## config.mk

```make
export PLATFORM = sky130hd
export DESIGN_NAME = inst_fetch_port_flat
export DESIGN_NICKNAME = d
export VERILOG_FILES = /design/src/rtl/inst_fetch_port_if.sv /design/src/rtl/inst_fetch_port.sv /design/src/flat_wrapper.sv
export SDC_FILE = /design/constraint.sdc
export NUM_CORES = 1
export LEC_CHECK = 0
export CORE_ASPECT_RATIO = 2
export CORE_MARGIN = 1
export CORE_UTILIZATION = 40
export CTS_BUF_LIST = sky130_fd_sc_hd__clkbuf_8
export DETAILED_ROUTE_END_ITERATION = 10
export PLACE_DENSITY = 0.68
export SYNTH_ARGS = -nofsm -noshare
export SYNTH_HDL_FRONTEND = slang
export SYNTH_SLANG_ARGS = --single-unit
```

## constraint.sdc

```tcl
create_clock -name clk -period 4.1 [get_ports clk]
set_clock_uncertainty 0.2 [all_clocks]
set_input_delay 0.615 -clock clk [delete_from_list [all_inputs] [get_ports clk]]
set_output_delay 0.615 -clock clk [all_outputs]
set_load 0.01 [all_outputs]
```

## src/rtl/inst_fetch_port_if.sv

```systemverilog
// -----------------------------------------------------------------------------
// inst_fetch_port_if
// Bundles the fetch-side request/response signals and the byte-wide memory
// bus signals used by inst_fetch_port.
//   ram_inst_re    : fetch request enable (fetch stage -> port)
//   ram_inst_addr  : byte address of requested word (fetch stage -> port)
//   ram_inst       : assembled 32-bit instruction (port -> fetch stage)
//   ram_inst_busy  : fetch in progress (port -> fetch stage)
//   mem_req        : bus request (port -> arbiter)
//   mem_gnt        : bus grant (arbiter -> port)
//   mem_a          : byte address on the memory bus (port -> memory)
//   mem_din        : read data, one cycle after its address (memory -> port)
// slave  : the fetch port itself.
// master : the environment (fetch stage, arbiter and memory).
// -----------------------------------------------------------------------------
interface inst_fetch_port_if;
   logic        ram_inst_re;
   logic [31:0] ram_inst_addr;
   logic [31:0] ram_inst;
   logic        ram_inst_busy;
   logic        mem_req;
   logic        mem_gnt;
   logic [31:0] mem_a;
   logic [7:0]  mem_din;

   modport slave (
      input  ram_inst_re,
      input  ram_inst_addr,
      input  mem_gnt,
      input  mem_din,
      output ram_inst,
      output ram_inst_busy,
      output mem_req,
      output mem_a
   );

   modport master (
      output ram_inst_re,
      output ram_inst_addr,
      output mem_gnt,
      output mem_din,
      input  ram_inst,
      input  ram_inst_busy,
      input  mem_req,
      input  mem_a
   );
endinterface

```

## src/rtl/inst_fetch_port.sv

```systemverilog
// -----------------------------------------------------------------------------
// inst_fetch_port
// Memory-side responder for instruction fetch. Accepts a word request, wins
// the shared byte-wide bus through the arbiter, issues four sequential byte
// reads and assembles them little-endian into a 32-bit instruction.
// Ports:
//   clk  : rising-edge clock
//   rst  : asynchronous active-low reset
//   rdy  : global ready; low freezes every register in the block
//   bus  : inst_fetch_port_if.slave (fetch request/response + memory bus)
// -----------------------------------------------------------------------------
module inst_fetch_port (
   input  logic             clk,
   input  logic             rst,
   input  logic             rdy,
   inst_fetch_port_if.slave bus
);

   typedef enum logic [1:0] {
      IDLE = 2'd0,
      REQ  = 2'd1,
      RD   = 2'd2
   } state_t;

   state_t      state_q, state_d;
   logic [31:0] addr_q, addr_d;
   logic [2:0]  issue_cnt_q, issue_cnt_d;
   logic [1:0]  cap_cnt_q, cap_cnt_d;
   logic [23:0] shadow_q, shadow_d;
   logic [31:0] inst_q, inst_d;
   logic        busy_q, busy_d;
   logic        req_q, req_d;
   logic [31:0] mem_a_q, mem_a_d;

   logic abort;
   logic redirect;
   logic capture;
   logic done;

   // Request-side events while a fetch is outstanding. Redirect wins over
   // completion, so both are decoded ahead of the RD datapath.
   always_comb begin
      abort    = 1'b0;
      redirect = 1'b0;
      if (state_q != IDLE) begin
         abort    = !bus.ram_inst_re;
         redirect = bus.ram_inst_re && (bus.ram_inst_addr != addr_q);
      end
   end

   // The first RD cycle (issue counter still 1) has no data yet: mem_din
   // trails its address by one cycle.
   always_comb begin
      capture = (state_q == RD) && (issue_cnt_q != 3'd1);
      done    = capture && (cap_cnt_q == 2'd3);
   end

   // State register
   always_ff @(posedge clk or negedge rst) begin
      if (!rst) begin
         state_q <= IDLE;
      end else begin
         state_q <= state_d;
      end
   end

   // Next-state logic
   always_comb begin
      state_d = state_q;
      if (rdy) begin
         case (state_q)
            IDLE: begin
               if (bus.ram_inst_re) state_d = REQ;
            end
            REQ: begin
               if (abort)            state_d = IDLE;
               else if (redirect)    state_d = REQ;
               else if (bus.mem_gnt) state_d = RD;
            end
            RD: begin
               if (abort)         state_d = IDLE;
               else if (redirect) state_d = REQ;
               else if (done)     state_d = IDLE;
            end
            default: state_d = IDLE;
         endcase
      end
   end

   // Output / datapath logic
   always_comb begin
      addr_d      = addr_q;
      issue_cnt_d = issue_cnt_q;
      cap_cnt_d   = cap_cnt_q;
      shadow_d    = shadow_q;
      inst_d      = inst_q;
      busy_d      = busy_q;
      req_d       = req_q;
      mem_a_d     = mem_a_q;
      if (rdy) begin
         case (state_q)
            IDLE: begin
               if (bus.ram_inst_re) begin
                  addr_d = bus.ram_inst_addr;
                  busy_d = 1'b1;
                  req_d  = 1'b1;
               end
            end
            REQ, RD: begin
               if (abort) begin
                  busy_d = 1'b0;
                  req_d  = 1'b0;
               end else if (redirect) begin
                  // Restart from scratch so no byte of the old word survives.
                  addr_d      = bus.ram_inst_addr;
                  busy_d      = 1'b1;
                  req_d       = 1'b1;
                  issue_cnt_d = 3'd0;
                  cap_cnt_d   = 2'd0;
                  shadow_d    = 24'd0;
               end else if (state_q == REQ) begin
                  if (bus.mem_gnt) begin
                     mem_a_d     = addr_q;
                     issue_cnt_d = 3'd1;
                     cap_cnt_d   = 2'd0;
                  end
               end else begin
                  if (issue_cnt_q < 3'd4) begin
                     // Wraps naturally mod 2^32.
                     mem_a_d     = addr_q + {29'd0, issue_cnt_q};
                     issue_cnt_d = issue_cnt_q + 3'd1;
                  end
                  if (done) begin
                     inst_d = {bus.mem_din, shadow_q};
                     busy_d = 1'b0;
                     req_d  = 1'b0;
                  end else if (capture) begin
                     case (cap_cnt_q)
                        2'd0:    shadow_d[7:0]   = bus.mem_din;
                        2'd1:    shadow_d[15:8]  = bus.mem_din;
                        default: shadow_d[23:16] = bus.mem_din;
                     endcase
                     cap_cnt_d = cap_cnt_q + 2'd1;
                  end
               end
            end
            default: begin
               busy_d = 1'b0;
               req_d  = 1'b0;
            end
         endcase
      end
   end

   always_ff @(posedge clk or negedge rst) begin
      if (!rst) begin
         addr_q      <= 32'd0;
         issue_cnt_q <= 3'd0;
         cap_cnt_q   <= 2'd0;
         shadow_q    <= 24'd0;
         inst_q      <= 32'd0;
         busy_q      <= 1'b0;
         req_q       <= 1'b0;
         mem_a_q     <= 32'd0;
      end else begin
         addr_q      <= addr_d;
         issue_cnt_q <= issue_cnt_d;
         cap_cnt_q   <= cap_cnt_d;
         shadow_q    <= shadow_d;
         inst_q      <= inst_d;
         busy_q      <= busy_d;
         req_q       <= req_d;
         mem_a_q     <= mem_a_d;
      end
   end

   assign bus.ram_inst      = inst_q;
   assign bus.ram_inst_busy = busy_q;
   assign bus.mem_req       = req_q;
   assign bus.mem_a         = mem_a_q;

endmodule

```

## src/flat_wrapper.sv

```systemverilog
// flat-port wrapper written by rule: the top's interface ports become plain ports
module inst_fetch_port_flat 
  (clk, rst, rdy, bus_ram_inst_re, bus_ram_inst_addr, bus_mem_gnt, bus_mem_din, bus_ram_inst, bus_ram_inst_busy, bus_mem_req, bus_mem_a);
  inst_fetch_port_if bus_i ();
  input  logic clk;
  input  logic rst;
  input  logic rdy;
  input wire logic [$bits(bus_i.ram_inst_re)-1:0] bus_ram_inst_re;
  input wire logic [$bits(bus_i.ram_inst_addr)-1:0] bus_ram_inst_addr;
  input wire logic [$bits(bus_i.mem_gnt)-1:0] bus_mem_gnt;
  input wire logic [$bits(bus_i.mem_din)-1:0] bus_mem_din;
  output wire logic [$bits(bus_i.ram_inst)-1:0] bus_ram_inst;
  output wire logic [$bits(bus_i.ram_inst_busy)-1:0] bus_ram_inst_busy;
  output wire logic [$bits(bus_i.mem_req)-1:0] bus_mem_req;
  output wire logic [$bits(bus_i.mem_a)-1:0] bus_mem_a;
  assign bus_i.ram_inst_re = bus_ram_inst_re;
  assign bus_i.ram_inst_addr = bus_ram_inst_addr;
  assign bus_i.mem_gnt = bus_mem_gnt;
  assign bus_i.mem_din = bus_mem_din;
  assign bus_ram_inst = bus_i.ram_inst;
  assign bus_ram_inst_busy = bus_i.ram_inst_busy;
  assign bus_mem_req = bus_i.mem_req;
  assign bus_mem_a = bus_i.mem_a;
  inst_fetch_port u_core (.clk(clk), .rst(rst), .rdy(rdy), .bus(bus_i));
endmodule
```

# --- Yosys cells after proc, flatten, opt, wreduce, memory -nomap -nowiden ---
# Cells that the tools add are included.
totals:
  register_bits: 128
  in_bits: 45
  elab_cells: 101
classes:
  n_addsub: 3
  n_lt_le_gt_ge: 1
  n_eq_ne: 19
  muxes: 39
  bitwise: 3
  reduce_logical: 26
ops:
  columns: ["cell", "count"]
  rows:
  - ["2-to-1 mux 32 bit", 6]
  - ["2-to-1 mux 24 bit", 4]
  - ["case mux 32 bit (2 select lines)", 1]
  - ["adder 32 x 3 -> 32 bit", 1]
  - ["inequality test 32 bit", 1]
  - ["2-to-1 mux 2 bit", 12]
  - ["2-to-1 mux 8 bit", 3]
  - ["AND reduction 7 bit", 3]
  - ["AND reduction 6 bit", 3]
  - ["2-to-1 mux 3 bit", 4]
  - ["nonzero test 2 bit", 6]
  - ["AND reduction 5 bit", 2]
  - ["inequality test 2 x 1 -> 1 bit, second input constant", 4]
  - ["inequality test 4 x 1 -> 1 bit, second input constant", 2]
  - ["inequality test 4 x 2 -> 1 bit, second input constant", 2]
  - ["AND reduction 4 bit", 2]
  - ["2-to-1 mux 1 bit", 7]
  - ["inequality test 2 bit, second input constant", 3]
  - ["inequality test 3 x 2 -> 1 bit, second input constant", 2]
  - ["case mux 2 bit (3 select lines)", 1]
  - ["nonzero test 3 bit", 2]
  - ["equality test 2 x 1 -> 1 bit, second input constant", 2]
  - ["equality test 2 bit, second input constant", 2]
  - ["zero test 2 bit", 2]
  - ["other kinds (9)", 14]

# --- Logic depth before layout (Yosys ltp) ---
depth:
  depth_word: 8
  mapped_depth: 9
  depth_no_buf: 8

# --- Worst setup path before layout ---
# No wires, ideal clock.
synth_timing:
  kind: "flip-flop to flip-flop"
  startpoint: "register u_core.state_q[0]"
  endpoint: "register u_core.mem_a_q[12], in the netlist u_core.bus.mem_a[12]"
  setup_ns: 0.125
  arrival_ns: 2.176
  path_slack_ns: 1.599
  path_stages_with_launch: 9
  path_buffers: 1
  synth_period_minus_slack_ns: 2.501
  cell_sequence: "dfrtp_1 > inv_1 > ha_1 > nand2_1 > nor2_1 > nand2_1 > nor2_4 > buf_4 > mux2_2"
synth_via:
  elab_chain_cells: 4
synth_rtl:
  columns: ["element", "line_no", "text"]
  rows:
  - ["start, declared", "inst_fetch_port.sv:25", "state_t state_q, state_d;"]
  - ["start signal, assigned", "inst_fetch_port.sv:63", "state_q <= state_d;"]
  - ["parallel branches: the longest is 4 deep, another holds AND reduction 6 bit", null, null]
  - ["end signal, assigned", "inst_fetch_port.sv:173", "mem_a_q <= mem_a_d;"]
  - ["end, declared", "inst_fetch_port.sv:33", "logic [31:0] mem_a_q, mem_a_d;"]
# Several ways; the timed one is not identified.
# A chain may end at the register's enable or synchronous reset.

# --- Final worst setup path ---
layout_timing:
  startpoint: "register u_core.state_q[1]"
  endpoint: "register u_core.mem_a_q[31], in the netlist u_core.bus.mem_a[31]"
# Same word-level chain as after synthesis.

==> impl_metrics.json <==
{
  "status": "finished clean",
  "routed-wl-met2_mm": 8.48,
  "die_area_mm2": 0.0167,
  "clock-sinks": 128,
  "fin_crit_sh_pct": 74.7,
  "swShare_pct": 36.0,
  "crit_arrival_ns": 3.17,
  "cts_tree": "built",
  "coreArea_mm2": 0.0158,
  "reg2reg_setup_slack_ns": 1.04,
  "pre_cts_slack_ns": 0.609,
  "nets": 676,
  "grt_pass1_vias": 4712,
  "layout-drive-gt1-share_pct": 24.1,
  "grt_start_max_net_pins": 68,
  "clkPwrFrac_pct": 22.1,
  "yosys-top-cells-area": "dfrtp_1 (50%), mux2_2 (12%), mux2_4 (7.0%), xnor2_1 (6.2%), a22o_1 (3.0%)",
  "m1WireLength_mm": 5.65,
  "hpwl_mm": 11.5,
  "antenna_cells": 0,
  "synth-seq-cells": 128,
  "cts.clk_slew.worst_paths_ns": 0.08,
  "placed_cell_area_mm2": 0.00769,
  "dieWidth_um": 91.9,
  "internal_power_mw": 3.34,
  "die_y_um": 182,
  "start_util_pct": 41.0,
  "worst_pin_slew_ns": 0.714,
  "timing.final.ws_setup_ns": 1.04,
  "synth_area_per_cell_um2": 12.8,
  "cts.htree.levels": 4,
  "reg2reg_depth": 8,
  "wire_per_inst_um": 18.6,
  "rsz0062_at_grt": "false",
  "cts_buffer_depth": 2,
  "cp_max_fo": 16,
  "comb_power_share_pct": 38.1,
  "cts_root_buf": "clkbuf_8",
  "r2r_end": "u_core.bus.mem_a[31]$_DFFE_PN0P_",
  "worst_hold_slack_ns": 0.0344,
  "maxCapViolations": 0,
  "synth_edf_count": 0,
  "end_kind": "register",
  "p_switching_mw": 1.88,
  "syn_nets": 564,
  "insertion_delay_ns": 0.43,
  "track_usage_pct": 19.5,
  "design_area_mm2": 0.00811,
  "pin_count": 111,
  "post-route-min-period_ns": 3.06,
  "hold_viol_final": 0,
  "antenna_found_initial": 0,
  "setup-violations-final": 0,
  "final_cell_mix": "dfrtp_1 (128), clkdlybuf4s50_1 (109), mux2_2 (67), xnor2_1 (46)",
  "maxUsedRoutingLayer": "met4",
  "r2r_start": "u_core.state_q[1]$_DFFE_PN0P_",
  "synth_top_area_cell": "dfrtp_1",
  "powerDensity_mw_per_mm2": 643,
  "postCtsSetupBuffers": 0,
  "routabilityCongestion": 0.840,
  "postCtsHoldBufs": 0,
  "peakVddDrop_mv": 0.398,
  "drt_pass1_iterations": 5,
  "syn_to_final_growth_pct": 25.4,
  "slew_headroom_pct": 52.4,
  "final_util_pct": 51.4,
  "p_leak_nw": 3.44,
  "grt_pass1_wl_mm": 24.8,
  "worst-setup-path-type": "register to register",
  "antenna_left": 0,
  "max_freq_mhz": 327,
  "fillers": 1398,
  "rows": 65,
  "dr_wl_met3_um": 525,
  "final_common_cell": "dfrtp_1",
  "portBuffers": 110,
  "vias": 4351,
  "async_flop_share_pct": 100,
  "cts_resized": 0,
  "drv_slew": 0,
  "seq_area_frac_synth_pct": 49.5,
  "ys.flop_type": "dfrtp_1",
  "yosys.cell_types.count": 53,
  "worstPathRequired_ns": 4.21,
  "dp.cells": 799,
  "stdcell_count": 831,
  "fin_setup_tns_ns": 0,
  "netlist_area_mm2": 0.00647,
  "p_total_mw": 5.22,
  "hp-class": "input pin to asynchronous set/reset pin",
  "remaining_drc_errors": 0,
  "drtIter0Drc": 171,
  "seq_power_share_pct": 39.8,
  "cts_made_buffers": 17,
  "yosysWarningCount": 0,
  "synth_top_cell_area_share_pct": 49.5,
  "grt-ovfl-total": 0,
  "start_kind": "register",
  "wl_mm": 15.4,
  "drt-vias-per-instance": 5.24,
  "synth_cells": 505
}
-- critical path, cell delays in order, from the launching register on --
cell and delay (ns):
dfrtp_1 0.41, inv_1 0.10, ha_1 0.39, nand3b_1 0.31, a21o_1 0.24, or3_1 0.54, nor3_1 0.34, xor2_1 0.10
mux2_1 0.30
-- power groups by stage --
| stage | Clock [mW] | Sequential, mW | Combinational [mW] |
|---|---|---|---|
| floorplan | 0 | 2.01 | 1.34 |
| global placement | 0 | 2.08 | 1.96 |
| detailed placement | 0 | 2.10 | 2.00 |
| CTS | 1.18 | 2.08 | 2.02 |
| global route | 1.23 | 2.14 | 2.16 |
| finish | 1.15 | 2.08 | 1.99 |
-- Yosys cell counts, types with 2 or more instances --
library cell,n
ha_1,13
nor3_2,3
nand3_1,5
o22ai_1,2
a21o_1,2
a21oi_1,12
buf_4,7
buf_2,5
xor2_1,14
buf_12,3
a22o_1,22
nor3b_1,3
inv_1,10
dfrtp_1,128
xnor2_1,46
or3_1,2
clkbuf_2,2
o21ai_0,8
nor2_1,17
mux2_4,30
nor3_1,10
mux2_2,67
clkbuf_1,3
nand2_1,30
a21boi_2,2
buf_6,4
mux2_1,2
and3_1,3
nand3b_1,2
xnor2_2,2
o2bb2ai_1,2
nand4_1,18
nand2b_1,5
nor4_4,2
-- state kept, by name, indices dropped and copies added (netlist names) --
name / cells
u_core.addr_q: 32
u_core.bus.mem_a: 32
u_core.bus.mem_req: 1
u_core.bus.ram_inst: 32
u_core.cap_cnt_q: 2
u_core.issue_cnt_q: 3
u_core.shadow_q: 24
u_core.state_q: 2
-- metal layers --
layer	up-vias	global-route usage, %
met2	139	36.1
met3	38	3.56
met4	0	11.6
met5	-	0
met1	2165	19.9
li1	2009	-
-- final cells by class --
class,instances,area [um2],area share [%]
multi-input combinational,343,3020,37.3
sequential,128,3200,39.5
tap,201,251,3.10
timing repair buffer,117,1180,14.5
clock buffer,17,234,2.88
clock inverter,15,185,2.28
inverter,10,37.5,0.463
-- cell families after synthesis --
kind of cell / share of synthesized area, %
mux: 19.1
simple gates: 9.40
buf+inv: 3.73
compound gates: 6.75
fa+ha+maj: 2.82
xor+xnor: 8.63
flops: 49.5
-- how the worst max path moves through the flow --
stage	startpoint	endpoint	slack, ns
detailed placement	bus_ram_inst_addr[27]	u_core.addr_q[0]$_DFFE_PN0P_	0.61
global placement	bus_ram_inst_addr[27]	u_core.addr_q[6]$_DFFE_PN0P_	0.65
CTS	u_core.state_q[1]$_DFFE_PN0P_	u_core.bus.mem_a[31]$_DFFE_PN0P_	1.02
floorplan	u_core.state_q[0]$_DFFE_PN0P_	u_core.bus.mem_a[12]$_DFFE_PN0P_	1.60
global route	u_core.state_q[1]$_DFFE_PN0P_	u_core.bus.mem_a[21]$_DFFE_PN0P_	0.86
finish	u_core.state_q[1]$_DFFE_PN0P_	u_core.bus.mem_a[31]$_DFFE_PN0P_	1.04
Power figures use the tool's default switching activity.
